**src/rtl/serial_byte_aligner.sv**
```systemverilog
// serial_byte_aligner: serial-to-byte deserializer that locks onto COM characters.
// Once locked it delivers one aligned byte and strobe every 8 bit clocks.
module serial_byte_aligner #(
  parameter logic [7:0] COM = 8'hBC,
  parameter logic [7:0] IDLE = 8'h7C,
  parameter int COM_COUNT = 4
) (
  input  logic       clk_32f,
  input  logic       reset,
  input  logic       data_in,
  output logic [7:0] data_out,
  output logic       valid_out,
  output logic       byte_strobe,
  output logic       active
);
  localparam logic [1:0] UNLOCKED = 2'd0;
  localparam logic [1:0] ALIGNING = 2'd1;
  localparam logic [1:0] LOCKED = 2'd2;
  localparam logic [3:0] COM_TARGET = 4'(COM_COUNT);
  logic [1:0] state;
  logic [7:0] sr;
  logic [7:0] nb;
  logic [2:0] bit_cnt;
  logic [3:0] com_cnt;
  logic [3:0] com_cnt_nx;
  logic       is_com;
  logic       boundary;
  always_comb begin
    nb = {sr[6:0], data_in};
    is_com = nb == COM;
    boundary = bit_cnt == 3'd7;
    com_cnt_nx = com_cnt + 4'd1;
  end
  assign active = state == LOCKED;
  // Search is bit-granular only while unlocked; afterwards the bit counter fixes the phase.
  always_ff @(posedge clk_32f or negedge reset) begin
    if (!reset) begin
      state <= UNLOCKED;
      sr <= 8'h00;
      bit_cnt <= 3'd0;
      com_cnt <= 4'd0;
      data_out <= 8'h00;
      valid_out <= 1'b0;
      byte_strobe <= 1'b0;
    end else begin
      sr <= nb;
      byte_strobe <= 1'b0;
      case (state)
        UNLOCKED: if (is_com) begin
          bit_cnt <= 3'd0;
          com_cnt <= 4'd1;
          state <= COM_TARGET == 4'd1 ? LOCKED : ALIGNING;
        end
        ALIGNING: begin
          bit_cnt <= bit_cnt + 3'd1;
          if (boundary && is_com) begin
            com_cnt <= com_cnt_nx;
            if (com_cnt_nx == COM_TARGET) state <= LOCKED;
          end else if (boundary) begin
            com_cnt <= 4'd0;
            state <= UNLOCKED;
          end
        end
        LOCKED: begin
          bit_cnt <= bit_cnt + 3'd1;
          if (boundary) begin
            data_out <= nb;
            valid_out <= !is_com && nb != IDLE;
            byte_strobe <= 1'b1;
          end
        end
        default: state <= UNLOCKED;
      endcase
    end
  end
endmodule
```
**config.mk**
```make
export PLATFORM = sky130hd
export DESIGN_NAME = serial_byte_aligner
export DESIGN_NICKNAME = d
export VERILOG_FILES = /design/src/rtl/serial_byte_aligner.sv
export SDC_FILE = /design/constraint.sdc
export NUM_CORES = 1
export LEC_CHECK = 0
export ABC_AREA = 1
export ABC_CLOCK_PERIOD_IN_PS = 1700
export BUFFER_PORTS_ARGS = -buffer_cell sky130_fd_sc_hd__buf_4
export CORE_MARGIN = 5
export CORE_UTILIZATION = 55
export DETAILED_ROUTE_END_ITERATION = 10
export MAX_ROUTING_LAYER = met4
export PLACE_DENSITY_LB_ADDON = 0.08
export SLEW_MARGIN = 20
export SYNTH_ARGS = -nofsm -noshare
export SYNTH_HDL_FRONTEND = slang
export SYNTH_SLANG_ARGS = --single-unit
```
**constraint.sdc**
```tcl
create_clock -name clk_32f -period 1.7 [get_ports clk_32f]
set_input_delay 0.17 -clock clk_32f [delete_from_list [all_inputs] [get_ports clk_32f]]
set_output_delay 0.17 -clock clk_32f [all_outputs]
set_load 0.005 [all_outputs]
```
Word-level counts from Yosys, hierarchy flattened
Cells that the tools add are included.

storage, ports and cells
  bits of input ports = 3
  word-level logic and storage cells = 43
  register bits = 26
  output and inout port bits = 11

cells by class
  reduce and logical (&&, ||, !) cells = 11
  eq/ne operators = 9
  multiplexer cells = 13
  add/subtract/negate cells = 2
  bitwise operators = 1

operator list
  kind                   number
  $mux W4                3
  $eq A8 B8 Y1 const B   1
  $mux W2                4
  $ne A8 B7 Y1 const B   1
  $pmux W4 S2            1
  $ne A3 B3 Y1 const B   2
  $pmux W2 S3            1
  $pmux W3 S2            1
  $add A4 B1 Y4 const B  1
  $eq A4 B3 Y1 const B   1
  $reduce_and A2 Y1      2
  $reduce_and A4 Y1      1
  $reduce_bool A2 Y1     2
  $add A3 B1 Y3 const B  1
  $eq A3 B3 Y1 const B   1
  $mux W3                1
  $reduce_and A3 Y1      1
  $eq A2 B1 Y1 const B   1
  $eq A2 B2 Y1 const B   1
  $logic_and A1 B1 Y1    2
  $logic_not A2 Y1       1
  $mux W1                2
  $ne A2 B2 Y1 const B   1
  $reduce_or A2 Y1       1
  2 further kinds        2

Logic depth before layout (Yosys ltp)
Gate-level depths: netlist of the first run.

  word-level depth = 5
  gate-level depth with buffers = 10
  depth with buffers taken out = 10

Worst setup path after synthesis of the first run
Ideal clock, no wire load.

  path kind = register to register
  start point = reg bit_cnt[0]
  end point = reg state[0]
  path buffers = 0
  required time = 1,583 ps
  clock period less this slack = 1,372 ps
  library setup time = 117 ps
  arrival time = 1,256 ps
  slack = 328 ps
  stages on the path, launching flop included = 8
  cells stage by stage = dfrtp_1 > ha_1 > ha_1 > or2_1 > nand2_2 > nor2_4 > nand3_1 > nand2_1

on the way
  longest elaborated chain between the ends = 4
  elaborated cells on any way between the ends = 7
  classes of those cells = 3 x eq/ne; 2 x mux; 2 x reduce/logical

RTL lines
  item                                                        line  text
  start: declaration                                          23    logic [2:0] bit_cnt;
  start signal: assignment                                    55    bit_cnt <= bit_cnt + 3'd1;
  start signal: assignment                                    65    bit_cnt <= bit_cnt + 3'd1;
  $eq A3 B3 Y1 (*)                                            31    boundary = bit_cnt == 3'd7;
  $logic_and A1 B1 Y1                                         56    if (boundary && is_com) begin
  $ne A3 B3 Y1 (no line) or $mux W2 (tied branches)           n/a
  $reduce_and A4 Y1 (no line) or $pmux W2 S3 (tied branches)  n/a
  end signal: assignment                                      52    state <= COM_TARGET == 4'd1 ? LOCKED : ALIGNING;
  end: declaration                                            20    logic [1:0] state;

Mark *: on every way between the ends. The rest lies on a longest branch, timed or not.
A chain may end at the register's enable or synchronous reset.

Worst setup path after layout of the first run
Same ends and word-level chain as after synthesis.

==> metrics.txt, run 1 <==
slowest CP cell=dfrtp_1; # DRC=0; drt first pass iters=4; die footprint=between 3000 and 4000 µm²; core region area=1960 µm²; final core occ=68.4%; share of cells above drive strength 1=20.3%; nets@finish=between 100 and 150; clock latency at the later pin of the worst-skew pair=between 0.3 and 0.4 ns; Final Setup Violations=0; CP cell instances=ha_1 > ha_1 > or2_1 > nand2_2 > nor2_4 > nand3_1 > nand2_1; Max FO, Critical Path=3; Seq/Total Area, Yosys=between 50% and 60%; syn_nets=128; Pwr Total=between 0.001 and 0.0015 W; hold_ws=0.272 ns; post-DP HPWL=roughly 1400 µm; WL final=between 1500 and 2000 µm; most used cell, CP=ha_1; CTS tree=done; Antenna diodes=0; Leak=0.701 nW; CP arrival=around 1.7 ns; largest net degree at the start of global routing=27; area grow syn2layout=18.3%; port bufs=13; PwrDens=about 1100 nW/µm²; synthesized area=1130 µm²; Slew headroom=between 70% and 80%; worst-margin pin slew=0.322 ns; via/cell ratio=4.84; RSZ-0062 raised after global routing=no; Gate Count Post-Synth=about 120; width of the die=55.4 µm; #FFs+latches synth=26; Hold Fails Final Rpt=0; Worst setup SP type=flop; Synth Area per Inst=approximately 9.5 µm²; fin cells=165; vias in the first global route=848; Worst Hold Class=in2async; antenna violations before repair=0; setup TNS=0 ns; clk sinks=26; number of H-tree levels=1; total global-route track usage=between 10 and 15%; Iter 0 DRT Violations=8; slowest stage delay, CP=around 0.42 ns; Die H=roughly 55 µm; final global-route overflow total=0; clock skew=approximately 0.013 ns; Slew Limit Fails=0; most common cell after layout, fill and taps aside=nand2_1; CP Data Required Time=roughly 1.9 ns; clk buf depth=2; commonest cells after routing, fill and taps aside=nand2_1, dfrtp_1, buf_4, inv_1, o21ai_0; endpoint class of the critical path=flop; wire per inst=between 10 and 15 µm; post_cts resized=0; maximum vdd drop=about 0.8 mV; Max Fclk=around 680 MHz; clock transition at the registers of the reported paths=around 0.15 ns; post-synth cell types=19; max_cap viols=0; clock buffer count from CTS=3; first-pass GRT wire length=about 3600 µm; placed insts=between 150 and 200; routability cong.=~0.75; FP Rows=16; root buf cell=clkbuf_4; critical path type=reg2reg; Warnings, synthesis=0; status=finished clean; via count=approximately 800; initial core utilization=57.8%; final worst path period share=86.7%; minimum clock period=roughly 1.5 ns; antenna-violating nets left=0; I/O pins=14
stage by stage:
stage | worst slack (ns) | instance area, µm²
after floorplan | 0.328 | 1130
after CTS | 0.221 | 1340
after global routing | 0.154 | 1340
after global placement | 0.302 | 1270
after detailed placement | 0.232 | 1270
final | 0.226 | 1340
flip-flops by register name, indices dropped and copies added, names as in the netlist:
signal / count
com_cnt: 4
bit_cnt: 3
valid_out: 1
state: 2
sr: 7
byte_strobe: 1
data_out: 8
worst max-delay path, delay by kind of cell, from the launching register on:
family | cells | cell delay [ns]
DFF | 1 | 0.42
adders and majority gates | 2 | 0.41
and+or+nand+nor | 5 | 0.55
synthesized netlist by cell type:
cell,count,area (µm²)
ha_1,6,75.1
o21ai_0,7,35.0
nor2_4,2,22.5
nand3_2,1,10.0
nand2_2,4,25.0
nand2_1,44,165
or2_1,1,6.26
o21ai_1,1,5.00
o211ai_2,1,12.5
nor3_1,1,5.00
nor2_2,2,12.5
nand3_1,5,25.0
inv_1,11,41.3
nand4_1,2,12.5
dfrtp_1,26,651
nor2_1,2,7.51
clkbuf_1,1,3.75
xnor2_1,1,8.76
mux2i_1,1,10.0
routing by layer:
metal  part of all wire [%]  vias to the layer above  global-route usage (%)
met5                      0                        -                       -
met4                   0.78                        0                    5.21
met3                    3.2                        2                    2.80
met2                     48                       11                    26.0
met1                     48                      372                    17.1
li1                       -                      413                       -
power by group:
part           switching, W  internal [W]
logic              0.000210      0.000122
registers         0.0000530      0.000682
clock network      0.000179      0.000238
total              0.000442       0.00104
repair_timing:
item	4_1_cts	5_1_grt
endpoints found under the setup margin	0	0
setup buffers	0	0
hold buffers	2	0
hold endpoints to repair	27	0
kinds of logic (layout without fill, tap and decap cells):
kind of cell,Yosys count,count (layout),share of synthesized area [%]
AND/OR/NAND/NOR,64,64,25.7
flip-flops,26,26,57.4
buffers and inverters,12,31,3.97
AO/OA/AOI/OAI,9,9,4.63
adder cells (fa/ha/maj),6,6,6.62
XOR/XNOR,1,1,0.773
multiplexers,1,1,0.883
area by class of cell:
cell class / count / area (µm²)
clock buffer: 3 / 22.5
clock inverter: 1 / 30.0
fill: 178 / 621
inverter: 11 / 41.3
multi-input combinational: 81 / 438
sequential: 26 / 651
tap: 27 / 33.8
timing repair buffer: 16 / 125
final timing paths:
check,start,end,slack (ns),cells after the start
hold reg to reg,sr[5],sr[6],0.38,0
max in group asynchronous,reset,bit_cnt[1],1.17,2
hold / removal,reset,byte_strobe,0.27,2
setup / recovery,bit_cnt[0],state[0],0.23,7
setup reg to reg,bit_cnt[0],state[0],0.23,7
min in group clk_32f,sr[5],sr[6],0.38,0
No activity file was read; power rests on OpenSTA's default activity.
==> run 2: changes to the inputs <==
--- a/config.mk
+++ b/config.mk
@@ -13,6 +13,7 @@
 export DETAILED_ROUTE_END_ITERATION = 10
 export MAX_ROUTING_LAYER = met4
 export PLACE_DENSITY_LB_ADDON = 0.08
+export SETUP_SLACK_MARGIN = 0.5
 export SLEW_MARGIN = 20
 export SYNTH_ARGS = -nofsm -noshare
 export SYNTH_HDL_FRONTEND = slang
==> run 2 against run 1 <==
Net effect: worst hold slack worse by 0.14 ns; routed wire length up 34%; combinational power up 89%; global-route usage up 1.6 points; largest cell class unchanged; design area up 20%; power up 22%; register-to-register slack better by 0.09 ns; critical path depth down 4; clock skew down 0.0082 ns.
==> metrics.txt, run 2 (same netlist as run 1, synthesis figures left out) <==
status=finished clean; Worst setup SP type=flop; Antenna diodes=0 (unchanged); setup TNS=0 ns (unchanged); PwrDens=1120 nW/µm² (+1.1%); clock transition at the registers of the reported paths=0.15 ns (about the same); Net Sw Frac=32.9% (+3.1 points); WL final=2580 µm (+34%); total global-route track usage=16.6% (+1.6 points); top flop regs=data_out: 8 flops, sr: 7 flops, com_cnt: 4 flops; drt first pass iters=4 (unchanged); endpoint class of the critical path=primary output; Hold Fails Final Rpt=0 (unchanged); port bufs=13 (unchanged); Slew headroom=77.6% (-0.94 points); fillers=120 (-33%); commonest cells after routing, fill and taps aside=nand2_1, dfrtp_1, buf_4, nand2_2, inv_1; share of power burned in registers=41.3% (-8.2 points); final global-route overflow total=0 (unchanged); Leak=0.783 nW (+12%); antenna violations before repair=0 (unchanged); RSZ-0062 raised after global routing=yes; Die H=55.4 µm (unchanged); post-DP HPWL=1470 µm (+5.0%); final worst path period share=83.5% (-3.2 points); Int Power=0.00121 W (+16%); vias in the first global route=866 (+2.1%); nets@finish=161 (+8.8%); initial core utilization=57.8% (unchanged); clock power share=23.8% (-4.3 points); Max Fclk=705 MHz (+3.9%); fin area=1620 µm² (+20%); clock skew=0.00501 ns (-0.00818 ns); number of H-tree levels=1 (unchanged); first-pass GRT wire length=3910 µm (+8.4%); Max FO, Critical Path=3 (unchanged); clk sinks=26 (unchanged); most common cell after layout, fill and taps aside=nand2_1; Final Setup Violations=0 (unchanged); antenna-violating nets left=0 (unchanged); area of the multi-input gates=591 µm² (+35%); maximum vdd drop=1.13 mV (+38%); width of the die=55.4 µm (unchanged); root buf cell=clkbuf_4; FP Rows=16 (unchanged); via count=921 (+15%); clock buffer count from CTS=3 (unchanged); share of cells above drive strength 1=43.7% (+23 points); largest reg by FF count=data_out; max_cap viols=0 (unchanged); worst-margin pin slew=0.336 ns (+0.0141 ns); Seq. cell area=651 µm² (unchanged); minimum clock period=1.42 ns (-0.0549 ns); Post-DP Area=1290 µm² (+1.6%); routability cong.=0.725 (-3.6%); CP Data Required Time=1.53 ns (-0.38 ns); final core occ=82.3% (+14 points); via/cell ratio=5.17 (+7.0%); die footprint=3070 µm² (unchanged); Comb pwr share=34.8% (+12 points); core region area=1960 µm² (unchanged); max reg flops=8 (unchanged); I/O pins=14 (unchanged); switching pwr=0.000595 W (+35%); clock latency at the later pin of the worst-skew pair=0.33 ns (about the same); Iter 0 DRT Violations=12 (+4); area grow syn2layout=42.5%; CP arrival=1.25 ns (-0.44 ns); largest net degree at the start of global routing=27 (unchanged); Slew Limit Fails=0 (unchanged); Worst Hold Class=in2reg; clk buf depth=2 (unchanged); CTS tree=done; wire per inst=14.5 µm (+24%); hold_ws=0.135 ns (-0.137 ns); critical path type=reg2out; # DRC=0 (unchanged)
==> run 2: changes by cell type in the layout (fill, tap and decap cells not counted), moves of 3 or more <==
cell / delta
inv_1: -5
nand2_4: +4
buf_6: +3
ha_4: +4
inv_2: +5
buf_4: +9
nand2_2: +7
ha_1: -5
o21ai_0: -4
nand2_1: -12
==> run 2: area by class of cell <==
class	instances	area share (%)
clock buffer	3	1.39
clock inverter	1	1.86
inverter	11	2.56
multi-input combinational	81	36.6
sequential	26	40.3
tap	27	2.09
timing repair buffer	29	15.3
==> run 2: power groups by stage <==
stage,Combinational [W],Sequential (W),Clock [W]
2_1_floorplan,0.000278,0.000739,0
3_3_place_gp,0.000333,0.000748,0
3_5_place_dp,0.000358,0.000752,0
4_1_cts,0.000513,0.000746,0.000436
5_1_grt,0.000698,0.000755,0.000458
6_report,0.000629,0.000747,0.000430
==> run 2: timing repair <==
item | 4_1_cts | 5_1_grt
pin swaps | 6 | 10
setup endpoints to repair | 20 | 17
gates resized for setup | 20 | 23
hold buffers | 2 | 0
endpoints found under the hold margin | 27 | 0
buffers inserted | 4 | 9
==> run 2: worst max-delay path: stages, from the launching register on <==
cell and delay (ns):
dfrtp_1 0.46, inv_2 0.14, ha_4 0.21, buf_6 0.12
==> run 2: path summary, 6_finish.rpt <==
kind	to	slack (ns)	from	cells past startpoint
setup / recovery	active	0.28	state[0]	3
hold / removal	data_out[0]	0.14	data_in	3
setup reg to reg	com_cnt[2]	0.32	state[1]	7
hold reg to reg	sr[2]	0.43	sr[1]	0
max in group asynchronous	state[1]	1.18	reset	2
min in group asynchronous	data_out[5]	0.27	reset	2
==> run 2: through the flow <==
step	setup WS [ns]	power [W]	cells
CTS	0.337	0.00170	169
detailed placement	0.298	0.00111	159
global placement	0.375	0.00108	159
floorplan	0.423	0.00102	119
global route	0.223	0.00191	178
finish	0.281	0.00181	178
==> run 2: layer usage <==
layer / share of wire, % / global-route usage (%)
met1: 43 / 20.5
met2: 50 / 26.7
met3: 3.4 / 2.80
met4: 3.7 / 7.29
met5: 0 / -
==> run 3: changes to the inputs <==
--- a/config.mk
+++ b/config.mk
@@ -5,8 +5,8 @@
 export SDC_FILE = /design/constraint.sdc
 export NUM_CORES = 1
 export LEC_CHECK = 0
-export ABC_AREA = 1
-export ABC_CLOCK_PERIOD_IN_PS = 1700
+export ABC_AREA = 0
+export ABC_CLOCK_PERIOD_IN_PS = 1400
 export BUFFER_PORTS_ARGS = -buffer_cell sky130_fd_sc_hd__buf_4
 export CORE_MARGIN = 5
 export CORE_UTILIZATION = 55
==> constraint.sdc (replaced) <==
create_clock -name clk_32f -period 1.4 [get_ports clk_32f]
set_input_delay 0.14 -clock clk_32f [delete_from_list [all_inputs] [get_ports clk_32f]]
set_output_delay 0.14 -clock clk_32f [all_outputs]
set_load 0.005 [all_outputs]
==> run 3 against run 2 <==
Net effect: power down 15%; largest power group unchanged; register-to-register slack worse by 0.67 ns; clock skew down 0.00074 ns; largest cell class unchanged; sequential share of layout area down 5.0 points; critical endpoint is now bit_cnt[0]; combinational power down 67%; sequential cell count unchanged; highest routed layer unchanged; the run now ends with negative setup slack left; global-route usage up 5.4 points; design area up 14%; critical path type is now reg2reg; sequential power up 6.2%; clock-buffer cell count unchanged; via count up 12%.
==> metrics.txt, run 3 <==
most numerous cell in the Yosys netlist=dfrtp_1; reg2reg start=sr[0]; Post-DP Area=1500 µm² (+16%); CTS tree=done; final core occ=92.0% (+9.7 points); via count=1028 (+12%); Antenna diodes=0 (unchanged); antenna violations before repair=0 (unchanged); post-DP HPWL=1710 µm (+17%); antenna-violating nets left=0 (unchanged); max reg flops=8 (unchanged); minimum clock period=1.75 ns; most common cell after layout, fill and taps aside=buf_4; Slew headroom=78.2% (+0.58 points); die footprint=3190 µm² (+3.8%); CP Data Required Time=1.65 ns (+0.12 ns); worst-margin pin slew=0.327 ns (-0.00874 ns); critical path type=reg2reg; width of the die=56.4 µm (+1.9%); area grow syn2layout=55.3%; maximum vdd drop=0.945 mV (-16%); clock skew=0.00427 ns (-0.000736 ns); CP arrival=2.00 ns (+0.75 ns); worst reg-to-reg setup slack=-0.35 ns (-0.67 ns); Main synth FF type=dfrtp_1; final global-route overflow total=0 (unchanged); clock buffer count from CTS=3 (unchanged); max_cap viols=0 (unchanged); top flop regs=data_out: 8 flops, sr: 7 flops, com_cnt: 4 flops; Max FO, Critical Path=5 (+2); # DRC=0 (unchanged); cell taking the most area after synthesis=dfrtp_1; fillers=67 (-44%); first-pass GRT wire length=5020 µm (+28%); largest net degree at the start of global routing=27 (unchanged); Hold Fails Final Rpt=0 (unchanged); clock transition at the registers of the reported paths=0.15 ns (about the same); Final Setup Violations=17 (+17); Slew Limit Fails=0 (unchanged); final worst path period share=125%; Seq/Total Area, Yosys=54.9% (-2.5 points); post-synth cell types=34 (+15); Synth area leaders=dfrtp_1, mux2_1, ha_1, a22o_1, nand4b_1; WL final=3740 µm (+45%); endpoint class of the critical path=flop; syn_nets=100 (-22%); wire per inst=22.0 µm (+52%); nets@finish=153 (-5.0%); Max Fclk=around 570 MHz; cell count of the worst reg-to-reg path=4 (-3); Die H=56.4 µm (+1.9%); initial core utilization=59.3% (+1.5 points); largest reg by FF count=data_out; failing checks=negative setup slack; RSZ-0062 raised after global routing=yes; core region area=2000 µm² (+2.0%); asr flop ratio synth=100% (unchanged); Synth Area per Inst=13.0 µm² (+37%); worst setup margin=-0.354 ns (-0.634 ns); placed insts=145 (-8.8%); Gate Count Post-Synth=91 (-24%); routability cong.=0.819 (+13%); reg2reg end=bit_cnt[0]; share of cells above drive strength 1=57.3% (+14 points); synthesized area=1190 µm² (+4.6%); fin cells=170 (-4.5%); drt first pass iters=4 (unchanged); top post-synthesis cells by count=dfrtp_1, mux2_1, ha_1; status=finished, violations left; total global-route track usage=22.0% (+5.4 points); clk buf depth=2 (unchanged); PwrDens=837 nW/µm² (-25%); Worst Hold Class=in2reg; Warnings, synthesis=0 (unchanged); fin area=1840 µm² (+14%); hold_ws=0.0144 ns (-0.121 ns); setup TNS=-2.87 ns (-2.87 ns); CP endpoint=bit_cnt[0]; Worst setup startpoint=sr[0]; clk sinks=26 (unchanged); port bufs=13 (unchanged); FP Rows=16 (unchanged); via/cell ratio=6.05 (+17%); number of synthesized flops with an enable pin=0 (unchanged); I/O pins=14 (unchanged); number of H-tree levels=1 (unchanged); clock latency at the later pin of the worst-skew pair=0.35 ns (+0.02 ns); Worst setup SP type=flop; Leak=0.874 nW (+12%); root buf cell=clkbuf_4; commonest cells after routing, fill and taps aside=buf_4, dfrtp_1, buf_6, mux2_4, a22o_1; vias in the first global route=1001 (+16%); Iter 0 DRT Violations=49 (+37); Synth top area share=54.9% (-2.5 points); #FFs+latches synth=26 (unchanged)
==> run 3: worst min path at each step <==
stage,start,endpoint,slack [ns],depth (start not counted)
after floorplan,reset,bit_cnt[0],-0.16,0
after global placement,reset,state[1],0.06,1
after detailed placement,reset,bit_cnt[1],0.06,1
after CTS,data_in,sr[0],0.02,2
after global routing,data_in,sr[0],0.002,2
final,data_in,sr[0],0.01,2
==> run 3: logic make-up after synthesis <==
kind of cell / share of synthesized area, %
AO/OA/AOI/OAI: 14.1
XOR/XNOR: 0.739
adder cells (fa/ha/maj): 6.33
buffers and inverters: 2.21
flip-flops: 54.9
multiplexers: 8.86
AND/OR/NAND/NOR: 12.9
==> run 3: metrics by stage <==
step / total power [W] / setup WS, ns
after global placement: 0.000965 / -0.215
after CTS: 0.00149 / -0.253
after global routing: 0.00160 / -0.388
after floorplan: 0.000889 / -0.207
final: 0.00154 / -0.354
after detailed placement: 0.000971 / -0.244
==> run 3: power breakdown <==
group / internal, W / leakage [nW] / total [W] / switching (W)
Clock: 0.000290 / 0.0279 / 0.000542 / 0.000252
Combinational: 0.0000956 / 0.512 / 0.000206 / 0.000110
Sequential: 0.000773 / 0.334 / 0.000793 / 0.0000204
==> run 3: final cells by class <==
type                    count  area, µm²  share of cell area (%)
repair buffers             50        454                    24.7
inverters                   4       15.0                   0.815
flip-flops and latches     26        651                    35.3
well taps                  27       33.8                    1.83
multi-input cells          59        636                    34.5
clock inverters             1       30.0                    1.63
clock buffers               3       22.5                    1.22
==> run 3: per-layer routing <==
metal / up-vias / part of all wire (%) / track usage (%)
met5: - / 0 / -
met4: 0 / 3.4 / 11.5
met3: 17 / 6.0 / 3.44
met2: 48 / 50 / 35.8
met1: 522 / 41 / 26.1
li1: 441 / - / -
==> run 3: worst max-delay path, stage by stage, from the launching register on <==
cell and delay [ns]:
dfrtp_1 0.41, or4b_4 0.59, o21ai_4 0.25, o21ai_2 0.13, mux2_4 0.28
==> run 3: repair_timing <==
action,CTS,global route
endpoints found under the setup margin,30,30
pin swaps,6,8
hold buffers,1,0
endpoints found under the hold margin,26,0
gates resized for setup,18,10
setup buffers,10,9
cloned,1,0
